### src/rtl/mc_control_fsm_if.sv
// Control-unit bundle between the multicycle controller and the datapath/memory.
// The master side is the controller; the slave side is the datapath/memory.
interface mc_control_fsm_if #(
  parameter int CNT_W = 16
);
  logic [5:0]       opcode;
  logic             a_gtz;
  logic             mem_ready;
  logic [3:0]       state;
  logic             pc_en;
  logic             i_or_d;
  logic             mem_read;
  logic             mem_write;
  logic             ir_write;
  logic             reg_dst;
  logic             mem_to_reg;
  logic             reg_write;
  logic             alu_src_a;
  logic [1:0]       alu_src_b;
  logic [1:0]       alu_op;
  logic [1:0]       pc_source;
  logic             instr_done;
  logic             trap;
  logic [CNT_W-1:0] retire_cnt;

  modport master (
    input  opcode, a_gtz, mem_ready,
    output state, pc_en, i_or_d, mem_read, mem_write, ir_write, reg_dst,
           mem_to_reg, reg_write, alu_src_a, alu_src_b, alu_op, pc_source,
           instr_done, trap, retire_cnt
  );

  modport slave (
    output opcode, a_gtz, mem_ready,
    input  state, pc_en, i_or_d, mem_read, mem_write, ir_write, reg_dst,
           mem_to_reg, reg_write, alu_src_a, alu_src_b, alu_op, pc_source,
           instr_done, trap, retire_cnt
  );
endinterface

### src/rtl/mc_control_fsm.sv
// Multicycle MIPS control unit: sequences fetch/decode/execute/memory/writeback,
// stalls on memory readiness, traps on unsupported opcodes and counts retirements.
module mc_control_fsm #(
  parameter int CNT_W = 16
) (
  input  logic                   clk,
  input  logic                   reset,
  mc_control_fsm_if.master       bus
);

  typedef enum logic [3:0] {
    S_FETCH     = 4'd0,
    S_DECODE    = 4'd1,
    S_MEM_ADDR  = 4'd2,
    S_MEM_READ  = 4'd3,
    S_LW_WB     = 4'd4,
    S_MEM_WRITE = 4'd5,
    S_R_EXEC    = 4'd6,
    S_R_WB      = 4'd7,
    S_BGTZ      = 4'd8,
    S_ADDI_EXEC = 4'd9,
    S_ADDI_WB   = 4'd10,
    S_JUMP      = 4'd11,
    S_TRAP      = 4'd12
  } state_e;

  localparam logic [5:0] OP_RTYPE = 6'b000000;
  localparam logic [5:0] OP_ADDI  = 6'b001000;
  localparam logic [5:0] OP_LW    = 6'b100011;
  localparam logic [5:0] OP_SW    = 6'b101011;
  localparam logic [5:0] OP_J     = 6'b000010;
  localparam logic [5:0] OP_BGTZ  = 6'b000111;

  state_e           state_q, state_d;
  logic             trap_q, trap_d;
  logic [CNT_W-1:0] retire_cnt_q, retire_cnt_d;

  logic       pc_en_c, i_or_d_c, mem_read_c, mem_write_c, ir_write_c;
  logic       reg_dst_c, mem_to_reg_c, reg_write_c, alu_src_a_c;
  logic [1:0] alu_src_b_c, alu_op_c, pc_source_c;
  logic       instr_done_c;

  // Moore decode of the current state; the only input qualifiers are the
  // fetch handshake (commit IR/PC once), the branch flag and the store handshake.
  always_comb begin
    pc_en_c      = 1'b0;
    i_or_d_c     = 1'b0;
    mem_read_c   = 1'b0;
    mem_write_c  = 1'b0;
    ir_write_c   = 1'b0;
    reg_dst_c    = 1'b0;
    mem_to_reg_c = 1'b0;
    reg_write_c  = 1'b0;
    alu_src_a_c  = 1'b0;
    alu_src_b_c  = 2'b00;
    alu_op_c     = 2'b00;
    pc_source_c  = 2'b00;
    instr_done_c = 1'b0;
    unique case (state_q)
      S_FETCH: begin
        mem_read_c  = 1'b1;
        alu_src_b_c = 2'b01;
        ir_write_c  = bus.mem_ready;
        pc_en_c     = bus.mem_ready;
      end
      S_DECODE: begin
        alu_src_b_c = 2'b11;
      end
      S_MEM_ADDR: begin
        alu_src_a_c = 1'b1;
        alu_src_b_c = 2'b10;
      end
      S_MEM_READ: begin
        mem_read_c = 1'b1;
        i_or_d_c   = 1'b1;
      end
      S_LW_WB: begin
        mem_to_reg_c = 1'b1;
        reg_write_c  = 1'b1;
        instr_done_c = 1'b1;
      end
      S_MEM_WRITE: begin
        mem_write_c  = 1'b1;
        i_or_d_c     = 1'b1;
        instr_done_c = bus.mem_ready;
      end
      S_R_EXEC: begin
        alu_src_a_c = 1'b1;
        alu_op_c    = 2'b10;
      end
      S_R_WB: begin
        reg_dst_c    = 1'b1;
        reg_write_c  = 1'b1;
        instr_done_c = 1'b1;
      end
      S_BGTZ: begin
        alu_src_a_c  = 1'b1;
        alu_op_c     = 2'b01;
        pc_source_c  = 2'b01;
        pc_en_c      = bus.a_gtz;
        instr_done_c = 1'b1;
      end
      S_ADDI_EXEC: begin
        alu_src_a_c = 1'b1;
        alu_src_b_c = 2'b10;
      end
      S_ADDI_WB: begin
        reg_write_c  = 1'b1;
        instr_done_c = 1'b1;
      end
      S_JUMP: begin
        pc_source_c  = 2'b10;
        pc_en_c      = 1'b1;
        instr_done_c = 1'b1;
      end
      default: begin
      end
    endcase
  end

  // Next-state, sticky trap and retirement counter; opcode is only looked at
  // in decode and mem-addr so IR changes elsewhere cannot disturb sequencing.
  always_comb begin
    state_d      = state_q;
    trap_d       = trap_q;
    retire_cnt_d = retire_cnt_q;
    if (instr_done_c) begin
      retire_cnt_d = retire_cnt_q + CNT_W'(1);
    end
    unique case (state_q)
      S_FETCH:     if (bus.mem_ready) state_d = S_DECODE;
      S_DECODE: begin
        unique case (bus.opcode)
          OP_RTYPE:      state_d = S_R_EXEC;
          OP_ADDI:       state_d = S_ADDI_EXEC;
          OP_LW, OP_SW:  state_d = S_MEM_ADDR;
          OP_J:          state_d = S_JUMP;
          OP_BGTZ:       state_d = S_BGTZ;
          default: begin
            state_d = S_TRAP;
            trap_d  = 1'b1;
          end
        endcase
      end
      S_MEM_ADDR:  state_d = (bus.opcode == OP_SW) ? S_MEM_WRITE : S_MEM_READ;
      S_MEM_READ:  if (bus.mem_ready) state_d = S_LW_WB;
      S_MEM_WRITE: if (bus.mem_ready) state_d = S_FETCH;
      S_R_EXEC:    state_d = S_R_WB;
      S_ADDI_EXEC: state_d = S_ADDI_WB;
      S_LW_WB, S_R_WB, S_BGTZ, S_ADDI_WB, S_JUMP: state_d = S_FETCH;
      S_TRAP:      state_d = S_TRAP;
      default:     state_d = S_FETCH;
    endcase
  end

  // State, trap and counter registers; reset aborts any instruction in flight.
  always_ff @(posedge clk or posedge reset) begin
    if (reset) begin
      state_q      <= S_FETCH;
      trap_q       <= 1'b0;
      retire_cnt_q <= '0;
    end else begin
      state_q      <= state_d;
      trap_q       <= trap_d;
      retire_cnt_q <= retire_cnt_d;
    end
  end

  // Commit-type enables are suppressed for as long as reset is held so the
  // datapath never loads or writes memory while the core is being reset.
  assign bus.state      = state_q;
  assign bus.pc_en      = pc_en_c & ~reset;
  assign bus.ir_write   = ir_write_c & ~reset;
  assign bus.reg_write  = reg_write_c & ~reset;
  assign bus.mem_read   = mem_read_c & ~reset;
  assign bus.mem_write  = mem_write_c & ~reset;
  assign bus.i_or_d     = i_or_d_c;
  assign bus.reg_dst    = reg_dst_c;
  assign bus.mem_to_reg = mem_to_reg_c;
  assign bus.alu_src_a  = alu_src_a_c;
  assign bus.alu_src_b  = alu_src_b_c;
  assign bus.alu_op     = alu_op_c;
  assign bus.pc_source  = pc_source_c;
  assign bus.instr_done = instr_done_c;
  assign bus.trap       = trap_q;
  assign bus.retire_cnt = retire_cnt_q;

endmodule

### src/flat_wrapper.sv
// flat-port wrapper written by rule: the top's interface ports become plain ports
module mc_control_fsm_flat 
#(
  parameter int CNT_W = 16
)
  (clk, reset, bus_opcode, bus_a_gtz, bus_mem_ready, bus_state, bus_pc_en, bus_i_or_d, bus_mem_read, bus_mem_write, bus_ir_write, bus_reg_dst, bus_mem_to_reg, bus_reg_write, bus_alu_src_a, bus_alu_src_b, bus_alu_op, bus_pc_source, bus_instr_done, bus_trap, bus_retire_cnt);
  mc_control_fsm_if #(.CNT_W(CNT_W)) bus_i ();
  input  logic clk;
  input  logic reset;
  input wire logic [$bits(bus_i.opcode)-1:0] bus_opcode;
  input wire logic [$bits(bus_i.a_gtz)-1:0] bus_a_gtz;
  input wire logic [$bits(bus_i.mem_ready)-1:0] bus_mem_ready;
  output wire logic [$bits(bus_i.state)-1:0] bus_state;
  output wire logic [$bits(bus_i.pc_en)-1:0] bus_pc_en;
  output wire logic [$bits(bus_i.i_or_d)-1:0] bus_i_or_d;
  output wire logic [$bits(bus_i.mem_read)-1:0] bus_mem_read;
  output wire logic [$bits(bus_i.mem_write)-1:0] bus_mem_write;
  output wire logic [$bits(bus_i.ir_write)-1:0] bus_ir_write;
  output wire logic [$bits(bus_i.reg_dst)-1:0] bus_reg_dst;
  output wire logic [$bits(bus_i.mem_to_reg)-1:0] bus_mem_to_reg;
  output wire logic [$bits(bus_i.reg_write)-1:0] bus_reg_write;
  output wire logic [$bits(bus_i.alu_src_a)-1:0] bus_alu_src_a;
  output wire logic [$bits(bus_i.alu_src_b)-1:0] bus_alu_src_b;
  output wire logic [$bits(bus_i.alu_op)-1:0] bus_alu_op;
  output wire logic [$bits(bus_i.pc_source)-1:0] bus_pc_source;
  output wire logic [$bits(bus_i.instr_done)-1:0] bus_instr_done;
  output wire logic [$bits(bus_i.trap)-1:0] bus_trap;
  output wire logic [$bits(bus_i.retire_cnt)-1:0] bus_retire_cnt;
  assign bus_i.opcode = bus_opcode;
  assign bus_i.a_gtz = bus_a_gtz;
  assign bus_i.mem_ready = bus_mem_ready;
  assign bus_state = bus_i.state;
  assign bus_pc_en = bus_i.pc_en;
  assign bus_i_or_d = bus_i.i_or_d;
  assign bus_mem_read = bus_i.mem_read;
  assign bus_mem_write = bus_i.mem_write;
  assign bus_ir_write = bus_i.ir_write;
  assign bus_reg_dst = bus_i.reg_dst;
  assign bus_mem_to_reg = bus_i.mem_to_reg;
  assign bus_reg_write = bus_i.reg_write;
  assign bus_alu_src_a = bus_i.alu_src_a;
  assign bus_alu_src_b = bus_i.alu_src_b;
  assign bus_alu_op = bus_i.alu_op;
  assign bus_pc_source = bus_i.pc_source;
  assign bus_instr_done = bus_i.instr_done;
  assign bus_trap = bus_i.trap;
  assign bus_retire_cnt = bus_i.retire_cnt;
  mc_control_fsm #(.CNT_W(CNT_W)) u_core (.clk(clk), .reset(reset), .bus(bus_i));
endmodule
### config.mk
export PLATFORM = sky130hd
export DESIGN_NAME = mc_control_fsm_flat
export DESIGN_NICKNAME = d
export VERILOG_FILES = /design/src/rtl/mc_control_fsm_if.sv /design/src/rtl/mc_control_fsm.sv /design/src/flat_wrapper.sv
export SDC_FILE = /design/constraint.sdc
export NUM_CORES = 1
export LEC_CHECK = 0
export CAP_MARGIN = 20
export CORE_UTILIZATION = 36
export CTS_CLUSTER_SIZE = 25
export DETAILED_ROUTE_END_ITERATION = 16
export DONT_BUFFER_PORTS = 1
export GPL_ROUTABILITY_DRIVEN = 0
export GPL_TIMING_DRIVEN = 0
export HOLD_SLACK_MARGIN = 0.1
export PLACE_DENSITY = 0.61
export SLEW_MARGIN = 30
export SYNTH_ARGS = -nofsm -noshare
export SYNTH_HDL_FRONTEND = slang
export SYNTH_SLANG_ARGS = --single-unit
export TNS_END_PERCENT = 20
### constraint.sdc
create_clock -name clk -period 1.6 [get_ports clk]
set_input_delay 0.32 -clock clk [delete_from_list [all_inputs] [get_ports clk]]
set_output_delay 0.32 -clock clk [all_outputs]
set_load 0.05 [all_outputs]
# Word level (Yosys, flattened, before mapping)
# Cells that the tools add are included.
word_totals:
  register_bits: 21
  in_bits: 10
  out_inout_bits: 37
  word_cells: 62
classes:
  n_addsub: 1
  eq_ne: 20
  mux: 19
  bitwise: 7
  reduce_logical: 12
ops:
  columns: ["operator", "n"]
  rows:
  - ["4-bit one-hot mux with 8 select lines", 1]
  - ["4-bit == test, second input constant", 5]
  - ["4-bit one-hot mux with 5 select lines", 1]
  - ["16-bit by 1-bit adder with 16-bit output, second input constant", 1]
  - ["4-bit by 3-bit == test with 1-bit output, second input constant", 4]
  - ["6-bit == test, second input constant", 2]
  - ["4-bit two-way mux", 3]
  - ["4-bit by 2-bit == test with 1-bit output, second input constant", 2]
  - ["1-bit two-way mux", 8]
  - ["2-bit one-hot mux with 2 select lines", 2]
  - ["2-bit OR reduction", 4]
  - ["6-bit by 2-bit == test with 1-bit output, second input constant", 1]
  - ["6-bit by 3-bit == test with 1-bit output, second input constant", 1]
  - ["6-bit by 4-bit == test with 1-bit output, second input constant", 1]
  - ["6-bit zero test", 1]
  - ["2-bit inequality test, second input constant", 3]
  - ["2-bit one-hot mux with 3 select lines", 1]
  - ["6-bit OR reduction", 1]
  - ["1-bit bitwise AND", 5]
  - ["5-bit OR reduction", 1]
  - ["4-bit by 1-bit == test with 1-bit output, second input constant", 1]
  - ["4-bit zero test", 1]
  - ["4-bit OR reduction", 1]
  - ["3-bit two-way mux", 1]
  - ["6 further kinds", 7]

# Depth between registers and ports, before layout
# Gate-level depths: netlist (run 1).
depth:
  ltp_word: 4
  depth_mapped: 6
  mapped_depth_nobuf: 5

# Worst setup path before layout (run 1)
# No wires, ideal clock.
synth_timing:
  path_kind: "reg2out"
  start: "register u_core.state_q[3], in the netlist u_core.bus.state[3]"
  end: "output bus_pc_en"
  arrival_time_ns: 2.744
  t_required_ns: 1.280
  path_slack_ns: -1.464
  path_stages_with_launch: 5
  n_path_buf: 1
  cell_sequence: "dfrtp_1 > or2_2 > clkbuf_1 > nor3_1 > a41o_1"
synth_via:
  elab_chain_cells: 3
  word_cells_on_any_way: 5
  cone_classes: "eq/ne: 2; mux: 1; bitwise: 1; reduce/logical: 1"
synth_rtl:
  columns: ["item", "line", "rtl"]
  rows:
  - ["from (decl)", "mc_control_fsm.sv:34", "state_e state_q, state_d;"]
  - ["from (signal assigned)", "mc_control_fsm.sv:163", "state_q <= state_d;"]
  - ["4-bit == test / 4-bit zero test (equally long branches)", "mc_control_fsm.sv:59", "unique case (state_q)"]
  - ["1-bit one-hot mux with 3 select lines (*)", "mc_control_fsm.sv:59", null]
  - ["1-bit bitwise AND (*)", "mc_control_fsm.sv:172", "assign bus.pc_en = pc_en_c & ~reset;"]
  - ["to (decl)", "flat_wrapper.sv:14", "output wire logic [$bits(bus_i.pc_en)-1:0] bus_pc_en;"]
# Mark *: on every way between the ends. The rest lies on a longest branch, timed or not.

# Final worst setup path (run 1)
# Ends and elaborated chain as after synthesis.

==> impl_metrics.csv, run 1 <==
group,metric,value,unit
yosys,synth_commonest_cells,"dfrtp_1 (21), xnor2_1 (16), nand4_1 (14)",
yosys,syn-cell-area,1300,um^2
sta,rsz0062_at_grt,"yes",
worst_setup_path,path_max_fanout,8,
drt,drt-vias-per-instance,5.772,
worst_setup_path,setup.worst_path.start,"u_core.bus.state[3]",
place,dp_hpwl,2.365,mm
cells_and_area,layout-drive-gt1-share,37.82,%
cells_and_area,area_growth,33.20,%
power,leakage,0.5991,nW
yosys,yosys_warnings,0,
drt,drtPass1Iterations,4,
drt,drc_errors,0,
worst_setup_path,path_delay_family,"simple AND/OR/NAND/NOR gates",
power,vdd_ir_drop_max,605.3,uV
place,pre_cts_slack,-648.5,ps
power,power.total,3.474,mW
floorplan,start_util,38.35,%
global_route,grt_pass1_vias,1104,
cells_and_area,final_util,51.09,%
cells_and_area,fill_cells,312,
worst_setup_path,crit_path_top_delay_cell,"dfrtp_4",
yosys,synth_most_common_cell,"dfrtp_1",
clocking,root_buffer,"clkbuf_4",
yosys,ys.flop_type,"dfrtp_1",
yosys,syn_inst,147,
clocking,cts_sinks,21,
flow_run,maxCapViolCount,0,
yosys,synthArstFlopShare,100.0,%
power,p_per_area,2006,nW/um^2
cells_and_area,layout.cells.non_filler,202,
sta,setup_tns,-10560,ps
yosys,synth_cell_types,34,
worst_setup_path,end_kind,"output pin",
floorplan,die_h,62.09,um
yosys,ys_top_cells_by_area,"dfrtp_1 (40%), xnor2_1 (11%), nand4_1 (6.7%), nand3_1 (3.8%), nor3_1 (3.5%)",
run_status,status,"complete, but fails checks",
clocking,htree_levels,1,
worst_setup_path,arrival,2050,ps
clocking,path_clk_slew,110,ps
worst_setup_path,cp_cell_sequence,"or2_4 -> nor3_4 -> a41o_4",
global_route,grt_usage,18.23,%
yosys,post-synth-top-area-fraction,40.42,%
hold_path,hold_path.class,"in -> reg",
floorplan,die_width,62.09,um
cells_and_area,antenna_cells,0,
worst_setup_path,rrSetupSlack,-290,ps
place,placed_cell_area,1500,um^2
worst_setup_path,r2r-end,"u_core.bus.state[1]",
global_route,grt_pass1_wl,5.181,mm
sta,slew_viol_final,0,
sta,finalCritPeriodShare,148.0,%
yosys,synth-edff-count,0,
yosys,syn_area_per_cell,8.844,um^2
yosys,synth_area_leader_cell,"dfrtp_1",
global_route,gr-total-overflow,0,
clocking,numCtsBuffers,3,
sta,slew_headroom,50.51,%
sta,max_freq,422.2,MHz
sta,holdWs,143.2,ps
sta,worst_pin_slew,736.8,ps
drt,routedWlPerCell,16.37,um
worst_setup_path,crit-reg2reg-launch,"u_core.bus.state[0]",
worst_setup_path,critical_path_depth,3,
cells_and_area,layout.nets,168,
sta,worst_slack,-768.3,ps
global_route,antenna_found_initial,0,
cells_and_area,multiInputGateArea,949.7,um^2
clocking,clock_path_buffers,2,
floorplan,core,3390,um^2
floorplan,die_area,3855,um^2
worst_setup_path,endpoint,"bus_pc_en",
drt,vias,1166,
sta,finClkSkew,2.431,ps
sta,period_minus_slack,2368,ps
drt,drtIter0Drc,24,
cells_and_area,fin_area,1732,um^2
global_route,grt_max_degree,23,
yosys,synth_nets,158,
place,numPortBuffers,0,
worst_setup_path,start_kind,"flop",
sta,setup_viol,34,
place,dpl.cell_count,193,
worst_setup_path,rr_worst_depth,6,
worst_setup_path,crit_type,"reg -> out",
worst_setup_path,crit_buf_inv,0,
worst_setup_path,cp.required,1280,ps
drt,wl,3.306,mm
cells_and_area,ff_latch_area,546.8,um^2
sta,finalHoldViolCount,0,
floorplan,rows,21,
yosys,synth-seq-cells,21,
worst_setup_path,max_stage_delay,610,ps
run_status,violations,"negative setup slack",
drt,detail-route-antenna-nets,0,
floorplan,num_io_pins,47,
yosys,ys_seq_area_share,40.42,%
clocking,cts_tree,"built",
clocking,clk_latency,300,ps
cell usage in the layout (no fill, tap or decap), drive strengths merged, types with 4 or more instances in the layout:
| cell | synthesis | final |
|---|---|---|
| dfrtp | 21 | 21 |
| nand4 | 14 | 14 |
| buf | 6 | 11 |
| clkbuf | 1 | 4 |
| nand3 | 10 | 10 |
| nand2 | 10 | 10 |
| nor3 | 9 | 9 |
| xnor2 | 16 | 16 |
| nor2 | 10 | 10 |
| a21oi | 6 | 6 |
| nand2b | 5 | 5 |
sequential cells by signal, indices dropped and copies added (netlist names):
register	flops
u_core.bus.retire_cnt	16
u_core.bus.trap	1
u_core.bus.state	4
worst min path at each step:
stage	to	slack, ps	depth (start not counted)	start
finish	u_core.bus.state[1]	140	1	bus_opcode[3]
global route	u_core.bus.state[1]	130	1	bus_opcode[3]
CTS	u_core.bus.state[0]	90	1	reset
detailed placement	u_core.bus.state[0]	440	1	reset
global placement	u_core.bus.retire_cnt[2]	430	1	reset
floorplan	u_core.bus.retire_cnt[0]	310	1	reset
where the power goes:
| group | internal (mW) | total, mW | switching (mW) |
|---|---|---|---|
| clock | 0.0973 | 0.256 | 0.159 |
| sequential | 0.676 | 1.28 | 0.604 |
| combinational | 0.658 | 1.94 | 1.28 |
| total | 1.43 | 3.47 | 2.04 |
kinds of logic after synthesis:
| logic type | Yosys count | synth area share [%] |
|---|---|---|
| and+or+nand+nor | 72 | 29.26 |
| xor gates and xnor gates | 17 | 11.45 |
| adders and majority gates | 1 | 0.9623 |
| buffers and inverters | 11 | 3.561 |
| DFF | 21 | 40.42 |
| muxes | 4 | 3.272 |
| AOI/OAI and AO/OA | 21 | 11.07 |
metal layers:
metal / share of wire (%) / up-vias / global-route usage [%]
met2: 48 / 34 / 27.66
met4: 0.24 / 0 / 1.905
met1: 45 / 574 / 25.93
li1: - / 556 / -
met5: 0 / - / 0
met3: 6.2 / 2 / 6.211
area by class of cell:
| cell class | instances | area share, % |
|---|---|---|
| multi-input combinational | 115 | 54.84 |
| timing repair buffer | 6 | 3.468 |
| clock buffer | 4 | 1.517 |
| inverter | 4 | 1.084 |
| sequential | 21 | 31.58 |
| buffer | 6 | 4.191 |
| tap | 46 | 3.324 |
repair_timing:
item | 4_1_cts | 5_1_grt
endpoints found under the hold margin | 21 | 21
pin swaps | 10 | 8
gates resized for setup | 31 | 16
endpoints found under the setup margin | 34 | 35
buffers inserted | 3 | 1
Note: power is estimated with default switching activity, not from simulation.
==> inputs of run 2 (changes only) <==
RECOVER_POWER = 50   (was not set)
==> impl_metrics.csv, run 2 (synthesis gave the netlist of run 1 again) <==
group,metric,value,unit
run_status,status,"complete, but fails checks",
run_status,violations,"negative setup slack",
clocking,clk_latency,300,ps
global_route,grt_pass1_wl,5.181,mm
floorplan,core,3390,um^2
sta,finalCritPeriodShare,147.7,%
global_route,antenna_found_initial,0,
worst_setup_path,cp.required,1280,ps
drt,wl,3.323,mm
power,vdd_ir_drop_max,604.4,uV
floorplan,die_area,3855,um^2
power,leakage,0.6044,nW
hold_path,hold_path.class,"in -> reg",
place,numPortBuffers,0,
floorplan,die_width,62.09,um
sta,period_minus_slack,2363,ps
floorplan,num_io_pins,47,
cells_and_area,fin_area,1723,um^2
cells_and_area,largest_register_ffs,16,
worst_setup_path,end_kind,"output pin",
cells_and_area,final_cell_mix,"xnor2_1 (15), nand4_1 (14), nand3_1 (10), dfrtp_2 (10)",
drt,vias,1172,
drt,detail-route-antenna-nets,0,
sta,finalHoldViolCount,0,
clocking,cts_sinks,21,
floorplan,die_h,62.09,um
drt,drtPass1Iterations,4,
global_route,grt_pass1_vias,1104,
global_route,grt_max_degree,23,
place,dpl.cell_count,193,
drt,drt-vias-per-instance,5.802,
cells_and_area,layout-drive-gt1-share,36.54,%
sta,holdWs,146.2,ps
cells_and_area,layout_commonest_cell,"xnor2_1",
sta,slew_headroom,35.78,%
sta,setup_tns,-10560,ps
place,placed_cell_area,1500,um^2
flow_run,maxCapViolCount,0,
sta,max_freq,423.2,MHz
place,dp_hpwl,2.365,mm
cells_and_area,layout.nets,168,
power,power.total,3.463,mW
cells_and_area,antenna_cells,0,
worst_setup_path,arrival,2040,ps
clocking,htree_levels,1,
global_route,gr-total-overflow,0,
drt,routedWlPerCell,16.45,um
floorplan,start_util,38.35,%
sta,rsz0062_at_grt,"yes",
sta,worst_slack,-763.2,ps
cells_and_area,final_util,50.83,%
place,pre_cts_slack,-648.5,ps
clocking,root_buffer,"clkbuf_4",
global_route,grt_usage,18.23,%
sta,setup_viol,34,
sta,worst_pin_slew,961.8,ps
drt,drtIter0Drc,50,
worst_setup_path,start_kind,"flop",
drt,drc_errors,0,
cells_and_area,layout.cells.non_filler,202,
worst_setup_path,crit_type,"reg -> out",
clocking,numCtsBuffers,3,
sta,finClkSkew,0.6658,ps
sta,slew_viol_final,0,
worst_setup_path,path_max_fanout,8,
clocking,clock_path_buffers,2,
clocking,cts_tree,"built",
floorplan,rows,21,
power,p_per_area,2010,nW/um^2
clocking,path_clk_slew,110,ps
cells_and_area,fill_cells,312,
cells_and_area,area_growth,32.53,%
==> run 2: cell types whose count changed in the layout (fill, tap and decap cells not counted) <==
| cell | before | now |
|---|---|---|
| dlymetal6s2s_1 | 0 | 1 |
| buf_12 | 1 | 0 |
| dfrtp_1 | 8 | 9 |
| dfrtp_2 | 11 | 10 |
==> run 2: power by group <==
part	leakage (nW)	switching [mW]	internal, mW
logic	0.331	1.28	0.655
clock network	0.0150	0.156	0.0971
registers	0.258	0.601	0.676
total	0.604	2.03	1.43
==> run 2: layer usage <==
metal  GRT usage [%]  wire length [um]
met1           25.93              1506
met2           27.66              1620
met3           6.211               196
met4           1.905                 0
met5               0                 0
==> run 2: area by class of cell <==
| type | instances | area [um^2] | share of cell area (%) |
|---|---|---|---|
| multi-input combinational | 115 | 949.7 | 55.12 |
| clock buffer | 4 | 26.28 | 1.525 |
| tap | 46 | 57.56 | 3.341 |
| timing repair buffer | 6 | 52.55 | 3.050 |
| inverter | 4 | 18.77 | 1.089 |
| buffer | 6 | 72.57 | 4.212 |
| sequential | 21 | 545.5 | 31.66 |
==> run 2: final timing paths <==
kind / end / start / cells past startpoint / slack (ps)
min: u_core.bus.state[1] / bus_opcode[3] / 1 / 150
min in group asynchronous: u_core.bus.state[0] / reset / 3 / 780
max: bus_pc_en / u_core.bus.state[3] / 3 / -760
max in group asynchronous: u_core.bus.state[3] / reset / 3 / 140
max reg2reg: u_core.bus.state[1] / u_core.bus.state[0] / 6 / -290
min reg2reg: u_core.bus.retire_cnt[3] / u_core.bus.retire_cnt[3] / 1 / 700
==> run 2: what timing repair did <==
item	CTS	global route
endpoints found under the hold margin	21	21
setup buffers	3	1
pin swaps	10	8
resized for setup	31	16
setup endpoints to repair	34	35
==> run 2: critical path, stage by stage, from the launching register on <==
cell and delay, ps:
dfrtp_4 610, or2_4 310, nor3_4 540, a41o_4 280
